**src/rtl/multicycle_controller_if.sv**
```systemverilog
// Control-unit bus: run/fetch handshake, decoded opcode and flags in, datapath strobes out.
interface multicycle_controller_if #(
  parameter int unsigned OPW  = 4,
  parameter int unsigned ALUW = 4,
  parameter int unsigned CNTW = 8
);
  logic            run;
  logic            ir_valid;
  logic [OPW-1:0]  Opcode;
  logic            Z;
  logic            C;
  logic            fetch_req;
  logic            LoadIR;
  logic            IncPC;
  logic            SelPC;
  logic            LoadPC;
  logic            LoadReg;
  logic            LoadAcc;
  logic [1:0]      SelAcc;
  logic [ALUW-1:0] SelALU;
  logic            halted;
  logic [2:0]      state;
  logic [CNTW-1:0] instr_count;

  modport master (
    output run, ir_valid, Opcode, Z, C,
    input  fetch_req, LoadIR, IncPC, SelPC, LoadPC, LoadReg, LoadAcc,
    input  SelAcc, SelALU, halted, state, instr_count
  );

  modport slave (
    input  run, ir_valid, Opcode, Z, C,
    output fetch_req, LoadIR, IncPC, SelPC, LoadPC, LoadReg, LoadAcc,
    output SelAcc, SelALU, halted, state, instr_count
  );
endinterface

```
**src/rtl/multicycle_controller.sv**
```systemverilog
// Multicycle CPU control unit: IDLE/FETCH/DECODE/EXEC/HALT sequencer with
// opcode-decoded datapath strobes and a saturating retired-instruction counter.
module multicycle_controller #(
  parameter int unsigned OPW  = 4,
  parameter int unsigned ALUW = 4,
  parameter int unsigned CNTW = 8
) (
  input logic                     clk,
  input logic                     CLB,
  multicycle_controller_if.slave  bus
);

  typedef enum logic [2:0] {
    IDLE   = 3'b000,
    FETCH  = 3'b001,
    DECODE = 3'b010,
    EXEC   = 3'b011,
    HALT   = 3'b100
  } state_t;

  state_t          state_q, state_d;
  logic [OPW-1:0]  op_q;
  logic            z_q, c_q;
  logic [CNTW-1:0] cnt_q;
  logic            op_hi;

  logic       fetch_req, load_ir, inc_pc, sel_pc, load_pc, load_reg, load_acc;
  logic [1:0] sel_acc;
  logic [3:0] sel_alu;

  // Any opcode bit above the 4-bit ISA field makes the instruction a NOP.
  assign op_hi = |(op_q >> 4);

  always_ff @(posedge clk or negedge CLB) begin
    if (!CLB) begin
      state_q <= IDLE;
      op_q    <= '0;
      z_q     <= 1'b0;
      c_q     <= 1'b0;
      cnt_q   <= '0;
    end else begin
      state_q <= state_d;
      if (state_q == DECODE) begin
        op_q <= bus.Opcode;
        z_q  <= bus.Z;
        c_q  <= bus.C;
      end
      if (state_q == EXEC && cnt_q != {CNTW{1'b1}})
        cnt_q <= cnt_q + CNTW'(1);
    end
  end

  always_comb begin
    state_d   = state_q;
    fetch_req = 1'b0;
    load_ir   = 1'b0;
    inc_pc    = 1'b0;
    sel_pc    = 1'b0;
    load_pc   = 1'b0;
    load_reg  = 1'b0;
    load_acc  = 1'b0;
    sel_acc   = 2'b00;
    sel_alu   = 4'b0000;
    case (state_q)
      IDLE: if (bus.run) state_d = FETCH;
      FETCH: begin
        fetch_req = 1'b1;
        if (bus.ir_valid) begin
          load_ir = 1'b1;
          state_d = DECODE;
        end
      end
      DECODE: state_d = EXEC;
      EXEC: begin
        state_d = FETCH;
        if (op_hi) begin
          inc_pc = 1'b1;
        end else begin
          case (op_q[3:0])
            4'h1: begin sel_alu = 4'b1000; load_acc = 1'b1; inc_pc = 1'b1; end
            4'h2: begin sel_alu = 4'b1100; load_acc = 1'b1; inc_pc = 1'b1; end
            4'h3: begin sel_alu = 4'b0100; load_acc = 1'b1; inc_pc = 1'b1; end
            4'hB: begin sel_alu = 4'b0001; load_acc = 1'b1; inc_pc = 1'b1; end
            4'hC: begin sel_alu = 4'b0011; load_acc = 1'b1; inc_pc = 1'b1; end
            4'h4: begin sel_acc = 2'b01; load_acc = 1'b1; inc_pc = 1'b1; end
            4'h5: begin load_reg = 1'b1; inc_pc = 1'b1; end
            4'hD: begin sel_acc = 2'b10; load_acc = 1'b1; inc_pc = 1'b1; end
            // Conditional jumps: taken loads PC, not taken falls through.
            4'h6: begin sel_pc = 1'b1; load_pc = z_q; inc_pc = ~z_q; end
            4'h7: begin sel_pc = 1'b0; load_pc = z_q; inc_pc = ~z_q; end
            4'h8: begin sel_pc = 1'b1; load_pc = c_q; inc_pc = ~c_q; end
            4'hA: begin sel_pc = 1'b0; load_pc = c_q; inc_pc = ~c_q; end
            4'hF: state_d = HALT;
            default: inc_pc = 1'b1;
          endcase
        end
      end
      HALT: if (bus.run) state_d = FETCH;
      default: state_d = IDLE;
    endcase
  end

  assign bus.fetch_req   = fetch_req;
  assign bus.LoadIR      = load_ir;
  assign bus.IncPC       = inc_pc;
  assign bus.SelPC       = sel_pc;
  assign bus.LoadPC      = load_pc;
  assign bus.LoadReg     = load_reg;
  assign bus.LoadAcc     = load_acc;
  assign bus.SelAcc      = sel_acc;
  assign bus.SelALU      = ALUW'(sel_alu);
  assign bus.halted      = (state_q == HALT);
  assign bus.state       = state_q;
  assign bus.instr_count = cnt_q;

endmodule

```
**src/flat_wrapper.sv**
```systemverilog
// flat-port wrapper written by rule: the top's interface ports become plain ports
module multicycle_controller_flat 
#(
  parameter int unsigned OPW  = 4,
  parameter int unsigned ALUW = 4,
  parameter int unsigned CNTW = 8
)
  (clk, CLB, bus_run, bus_ir_valid, bus_Opcode, bus_Z, bus_C, bus_fetch_req, bus_LoadIR, bus_IncPC, bus_SelPC, bus_LoadPC, bus_LoadReg, bus_LoadAcc, bus_SelAcc, bus_SelALU, bus_halted, bus_state, bus_instr_count);
  multicycle_controller_if #(.OPW(OPW), .ALUW(ALUW), .CNTW(CNTW)) bus_i ();
  input logic clk;
  input logic CLB;
  input wire logic [$bits(bus_i.run)-1:0] bus_run;
  input wire logic [$bits(bus_i.ir_valid)-1:0] bus_ir_valid;
  input wire logic [$bits(bus_i.Opcode)-1:0] bus_Opcode;
  input wire logic [$bits(bus_i.Z)-1:0] bus_Z;
  input wire logic [$bits(bus_i.C)-1:0] bus_C;
  output wire logic [$bits(bus_i.fetch_req)-1:0] bus_fetch_req;
  output wire logic [$bits(bus_i.LoadIR)-1:0] bus_LoadIR;
  output wire logic [$bits(bus_i.IncPC)-1:0] bus_IncPC;
  output wire logic [$bits(bus_i.SelPC)-1:0] bus_SelPC;
  output wire logic [$bits(bus_i.LoadPC)-1:0] bus_LoadPC;
  output wire logic [$bits(bus_i.LoadReg)-1:0] bus_LoadReg;
  output wire logic [$bits(bus_i.LoadAcc)-1:0] bus_LoadAcc;
  output wire logic [$bits(bus_i.SelAcc)-1:0] bus_SelAcc;
  output wire logic [$bits(bus_i.SelALU)-1:0] bus_SelALU;
  output wire logic [$bits(bus_i.halted)-1:0] bus_halted;
  output wire logic [$bits(bus_i.state)-1:0] bus_state;
  output wire logic [$bits(bus_i.instr_count)-1:0] bus_instr_count;
  assign bus_i.run = bus_run;
  assign bus_i.ir_valid = bus_ir_valid;
  assign bus_i.Opcode = bus_Opcode;
  assign bus_i.Z = bus_Z;
  assign bus_i.C = bus_C;
  assign bus_fetch_req = bus_i.fetch_req;
  assign bus_LoadIR = bus_i.LoadIR;
  assign bus_IncPC = bus_i.IncPC;
  assign bus_SelPC = bus_i.SelPC;
  assign bus_LoadPC = bus_i.LoadPC;
  assign bus_LoadReg = bus_i.LoadReg;
  assign bus_LoadAcc = bus_i.LoadAcc;
  assign bus_SelAcc = bus_i.SelAcc;
  assign bus_SelALU = bus_i.SelALU;
  assign bus_halted = bus_i.halted;
  assign bus_state = bus_i.state;
  assign bus_instr_count = bus_i.instr_count;
  multicycle_controller #(.OPW(OPW), .ALUW(ALUW), .CNTW(CNTW)) u_core (.clk(clk), .CLB(CLB), .bus(bus_i));
endmodule
```
**config.mk**
```make
export PLATFORM = sky130hd
export DESIGN_NAME = multicycle_controller_flat
export DESIGN_NICKNAME = d
export VERILOG_FILES = /design/src/rtl/multicycle_controller_if.sv /design/src/rtl/multicycle_controller.sv /design/src/flat_wrapper.sv
export SDC_FILE = /design/constraint.sdc
export NUM_CORES = 1
export LEC_CHECK = 0
export CAP_MARGIN = 20
export CORE_UTILIZATION = 40
export DETAILED_ROUTE_END_ITERATION = 8
export GPL_ROUTABILITY_DRIVEN = 1
export PLACE_DENSITY = 0.81
export SYNTH_ARGS = -nofsm -noshare
export SYNTH_HDL_FRONTEND = slang
export SYNTH_SLANG_ARGS = --single-unit
```
**constraint.sdc**
```tcl
create_clock -name clk -period 1.9 [get_ports clk]
set_input_delay 0.475 -clock clk [delete_from_list [all_inputs] [get_ports clk]]
set_output_delay 0.475 -clock clk [all_outputs]
set_load 0.01 [all_outputs]
```
==> impl_metrics.toml, run 1 <==
[outcome]
status = "finished, violations left"
violations = "setup timing"

[global_routing]
grt_use_total_pct = 22.2
antenna_found_initial = 0
grt_max_degree = 18
grt-ovfl-total = 0
grt_pass1_wl_um = 4480
grt_pass1_vias = 992

[floorplanning]
rows = 18
floorplan.initialDensity_pct = 42.2
die_y_um = 52.9
io_pins = 35
core_area_mm2 = 0.00245
dieArea_mm2 = 0.00280
die_w_um = 52.9

[timing]
fin_crit_ns = 2.01
tightestPinTransition_ns = 0.256
period_share_pct = 106
slew_violations = 0
max_slew_margin_pct = 82.9
worst_slack_ns = -0.109
fin_skew_ns = 0.00777
hold_violations = 0
setup_viol = 6
fmax_ghz = 0.498
hold_slack_ns = 0.495
grt_setup_unrepaired = "true"
tns_ns = -0.369

[cts]
clkLatencyLatePin_ns = 0.29
tritoncts = "built"
htreeDepth = 1
cts_inserted_buffers = 3
root_buffer = "clkbuf_4"
cts_max_path_buffers = 2
clkTransAtPathRegs_ns = 0.10
cts.sinks = 17

[synth]
synth_nets = 116
yosys.cell_types.count = 39
synth_cells = 105
synth_edf_count = 0
syn-cell-area_mm2 = 0.00104
synth_top_area_cell = "dfrtp_1"
synth_area_leaders = "dfrtp_1, mux2_2, nand2_1"
ys_seq_area_share_pct = 41.1
ys_async_sr_fraction_pct = 100
ys_ff_latch = 17
yosys.area.top_type_share_pct = 41.1
synth_ff_type = "dfrtp_1"
syn_avg_cell_area_um2 = 9.87
yosysWarnings = 0

[worst_setup_path]
cp-start-kind = "flip-flop"
crit_path_cell_trace = "buf_4 -> mux2_4 -> a311oi_2 -> buf_2"
critPathKind = "reg2out"
crit_path_end_kind = "output port"
cpPeakStageDelay_ns = 0.44
cp.arrival_ns = 1.53
crit_required_ns = 1.42
cp_max_fo = 4
cp_slowest_cell = "dfrtp_1"

[place]
dp_cells = 182
placed_cell_area_mm2 = 0.00153
portBuffers = 34
globalplace.congestion = 0.754
hpwl_um = 2030
post-place-ws_ns = -0.193

[layout]
seq_area_um2 = 429
final_cells = 199
fin_util_pct = 70.9
nFillCells = 199
fin_nets = 181
n_antenna_cell = 0
fin_area_mm2 = 0.00174
area_growth_pct = 68.1
layout-drive-gt1-share_pct = 48.5
multi_input_area_um2 = 666

[hold_path]
min_path_type = "in2async"

[drt]
wl_um = 2860
vias_per_cell = 5.28
drc = 0
vias = 1051
first_iter_violations = 22
ant_nets = 0
drt-pass1-iter-count = 4
wl_per_cell_um = 14.4

[flow_run]
cap_violations = 0

[power]
power_mw = 2.58
peakVddDrop_mv = 1.08
leakagePower_nw = 0.772
p_per_area_mw_per_mm2 = 1480
-- placed cells by master (no fill, tap or decap), types with 3 or more instances in the layout --
cell,n
a21oi_1,5
nand3_1,3
nor3_1,4
clkdlybuf4s50_1,18
nor3b_2,3
buf_4,26
inv_1,3
mux2_2,8
buf_6,7
clkbuf_4,4
nor2_1,5
nand2_1,9
dfrtp_1,14
buf_2,11
dfrtp_2,3
-- flip-flops by register name, indices dropped and copies added, names as in the netlist --
register and flops:
u_core.bus.instr_count 8, u_core.c_q 1, u_core.z_q 1, u_core.bus.state 3, u_core.op_q 4
-- kinds of logic after synthesis --
family / share of synthesized area (%)
XOR/XNOR: 3.38
buffers and inverters: 5.56
multiplexers: 10.7
AND/OR/NAND/NOR: 29.2
AO/OA/AOI/OAI: 8.82
flip-flops: 41.1
adder cells (fa/ha/maj): 1.21
-- Yosys cell counts, types with 3 or more instances --
cell,number
dfrtp_1,17
nand2_1,10
mux2_2,9
nor2_1,6
a21oi_1,5
buf_2,4
nor3_1,4
nor3b_1,4
inv_1,3
nand3_1,3
nor4_1,3
xnor2_1,3
-- power breakdown --
| group | leakage (nW) | switching (mW) | total, mW | internal [mW] |
|---|---|---|---|---|
| logic | 0.545 | 0.720 | 1.67 | 0.947 |
| clock network | 0.0177 | 0.109 | 0.187 | 0.0783 |
| registers | 0.209 | 0.215 | 0.725 | 0.510 |
| total | 0.772 | 1.04 | 2.58 | 1.53 |
-- final cells by class --
type / instances / share of cell area [%]
timing repair buffer: 68 / 32.8
clock buffer: 3 / 1.29
tap: 30 / 2.16
clock inverter: 1 / 0.287
multi-input combinational: 77 / 38.2
sequential: 17 / 24.6
inverter: 3 / 0.647
-- repair_timing --
action                                  CTS  global route
setup buffers                             6             8
hold buffers                              0             0
endpoints found under the setup margin   15            15
pin swaps                                 4             4
resized for setup                        67            26
-- critical path, delay by kind of cell, from the launching register on --
kind,cells,cell delay [ns]
buf+inv,2,0.32
compound gates,1,0.23
mux,1,0.25
flops,1,0.44
-- per-layer routing --
metal | GRT usage (%) | vias to the layer above | part of all wire [%]
met5 | 0 | - | 0
met4 | 4.82 | 0 | 1.5
met3 | 5.46 | 6 | 4.8
met2 | 39.5 | 36 | 54
met1 | 26.7 | 496 | 40
li1 | - | 513 | -
-- path summary, 6_finish.rpt --
path,slack (ns),end,depth (start not counted),start
worst max-delay path,-0.11,bus_IncPC,4,u_core.op_q[0]
worst min-delay path,0.49,u_core.bus.instr_count[5],2,CLB
worst max register to register,0.20,u_core.bus.instr_count[7],6,u_core.bus.state[2]
worst min register to register,0.53,u_core.c_q,1,u_core.c_q
max in group asynchronous,1.21,u_core.op_q[1],2,CLB
min in group clk,0.53,u_core.c_q,1,u_core.c_q
Note: power is estimated with default switching activity, not from simulation.
==> run 2, diff against run 1 <==
- PLACE_DENSITY: 0.81 -> 0.72
==> impl_metrics.toml, run 2 (synthesis results as in run 1) <==
[outcome]
status = "finished, violations left"
violations = "setup timing"

[timing]
tns_ns = -0.806
max_slew_margin_pct = 74.7
worst_slack_ns = -0.128
grt_setup_unrepaired = "true"
fmax_ghz = 0.493
fin_skew_ns = 0.00425
tightestPinTransition_ns = 0.377
setup_viol = 9
hold_violations = 0
hold_slack_ns = 0.486
period_share_pct = 107
slew_violations = 0
fin_crit_ns = 2.03

[floorplanning]
die_y_um = 52.9
io_pins = 35
die_w_um = 52.9
dieArea_mm2 = 0.00280
core_area_mm2 = 0.00245
floorplan.initialDensity_pct = 42.2
rows = 18

[layout]
layout_common_cells = "buf_4, clkdlybuf4s50_1, dfrtp_1"
final_common_cell = "buf_4"
fin_nets = 185
area_growth_pct = 71.7
fin_area_mm2 = 0.00178
layout-drive-gt1-share_pct = 52.0
n_antenna_cell = 0
largest_register_ffs = 8

[place]
hpwl_um = 1990
placed_cell_area_mm2 = 0.00152
globalplace.congestion = 0.769
portBuffers = 34
post-place-ws_ns = -0.279

[drt]
ant_nets = 0
first_iter_violations = 13
wl_um = 3350
drt-pass1-iter-count = 4
vias = 1112
wl_per_cell_um = 16.5
vias_per_cell = 5.48
drc = 0

[worst_setup_path]
crit_required_ns = 1.42
cp.arrival_ns = 1.55
crit_path_end_kind = "output port"
cp_max_fo = 5
cp-start-kind = "flip-flop"
critPathKind = "reg2out"

[power]
leakagePower_nw = 0.791
power_mw = 2.74
p_per_area_mw_per_mm2 = 1540
peakVddDrop_mv = 1.17

[cts]
htreeDepth = 1
tritoncts = "built"
root_buffer = "clkbuf_4"
cts.sinks = 17
cts_max_path_buffers = 2
cts_inserted_buffers = 3
clkTransAtPathRegs_ns = 0.10
clkLatencyLatePin_ns = 0.30

[flow_run]
cap_violations = 0

[global_routing]
grt_max_degree = 18
antenna_found_initial = 0
grt-ovfl-total = 0
grt_pass1_wl_um = 4710
grt_use_total_pct = 23.4
grt_pass1_vias = 1019

[hold_path]
min_path_type = "in2async"
-- run 2: cell type report --
class	instances	area, um^2
clock buffer	4	26.3
fill	167	676
inverter	3	11.3
multi-input combinational	77	672
sequential	17	432
tap	30	37.5
timing repair buffer	72	601
-- run 2: per-layer routing --
metal / vias to the layer above / share of wire (%) / GRT usage [%]
met2: 33 / 53 / 38.4
met5: - / 0 / 0
met4: 0 / 1.4 / 8.77
met3: 7 / 3.6 / 3.45
li1: 519 / - / -
met1: 553 / 42 / 31.0
-- run 2: worst max-delay path: stages (launching register included) --
cell and delay [ns]:
dfrtp_1 0.41, nand3b_1 0.24, buf_6 0.18, nor4_2 0.25, buf_2 0.18
-- run 2: per-stage QoR --
step | instances | utilization, %
finish | 203 | 72.5
global route | 203 | 72.5
CTS | 197 | 68.0
detailed placement | 181 | 61.8
global placement | 181 | 61.8
floorplan | 105 | -
-- run 2: power by group --
part           total, mW  leakage (nW)  internal (mW)  switching (mW)
clock network      0.204        0.0150         0.0819           0.122
registers          0.718         0.209          0.516           0.203
logic               1.82         0.567           1.01           0.814
-- run 2: path summary, 6_finish.rpt --
| check | startpoint | to | slack, ns | cells after the start |
|---|---|---|---|---|
| worst min register to register | u_core.c_q | u_core.c_q | 0.53 | 1 |
| worst max register to register | u_core.bus.state[0] | u_core.bus.instr_count[7] | 0.14 | 8 |
| worst min-delay path | CLB | u_core.bus.instr_count[2] | 0.49 | 2 |
| worst max-delay path | u_core.bus.state[2] | bus_SelALU[3] | -0.13 | 4 |
| min in group clk | u_core.c_q | u_core.c_q | 0.53 | 1 |
| max in group asynchronous | CLB | u_core.op_q[1] | 1.21 | 2 |
-- run 2: repair_timing --
| action | CTS | global route |
|---|---|---|
| setup endpoints to repair | 15 | 14 |
| buffers inserted | 12 | 6 |
| pin swaps | 4 | 3 |
| resized for setup | 80 | 28 |
| hold buffers | 0 | 0 |
| cloned | 0 | 1 |
==> run 3, diff against run 2 <==
- SLEW_MARGIN: unset -> 15
==> results of run 3 <==
The final DEF is identical to that of run 2; final timing and power are the same.
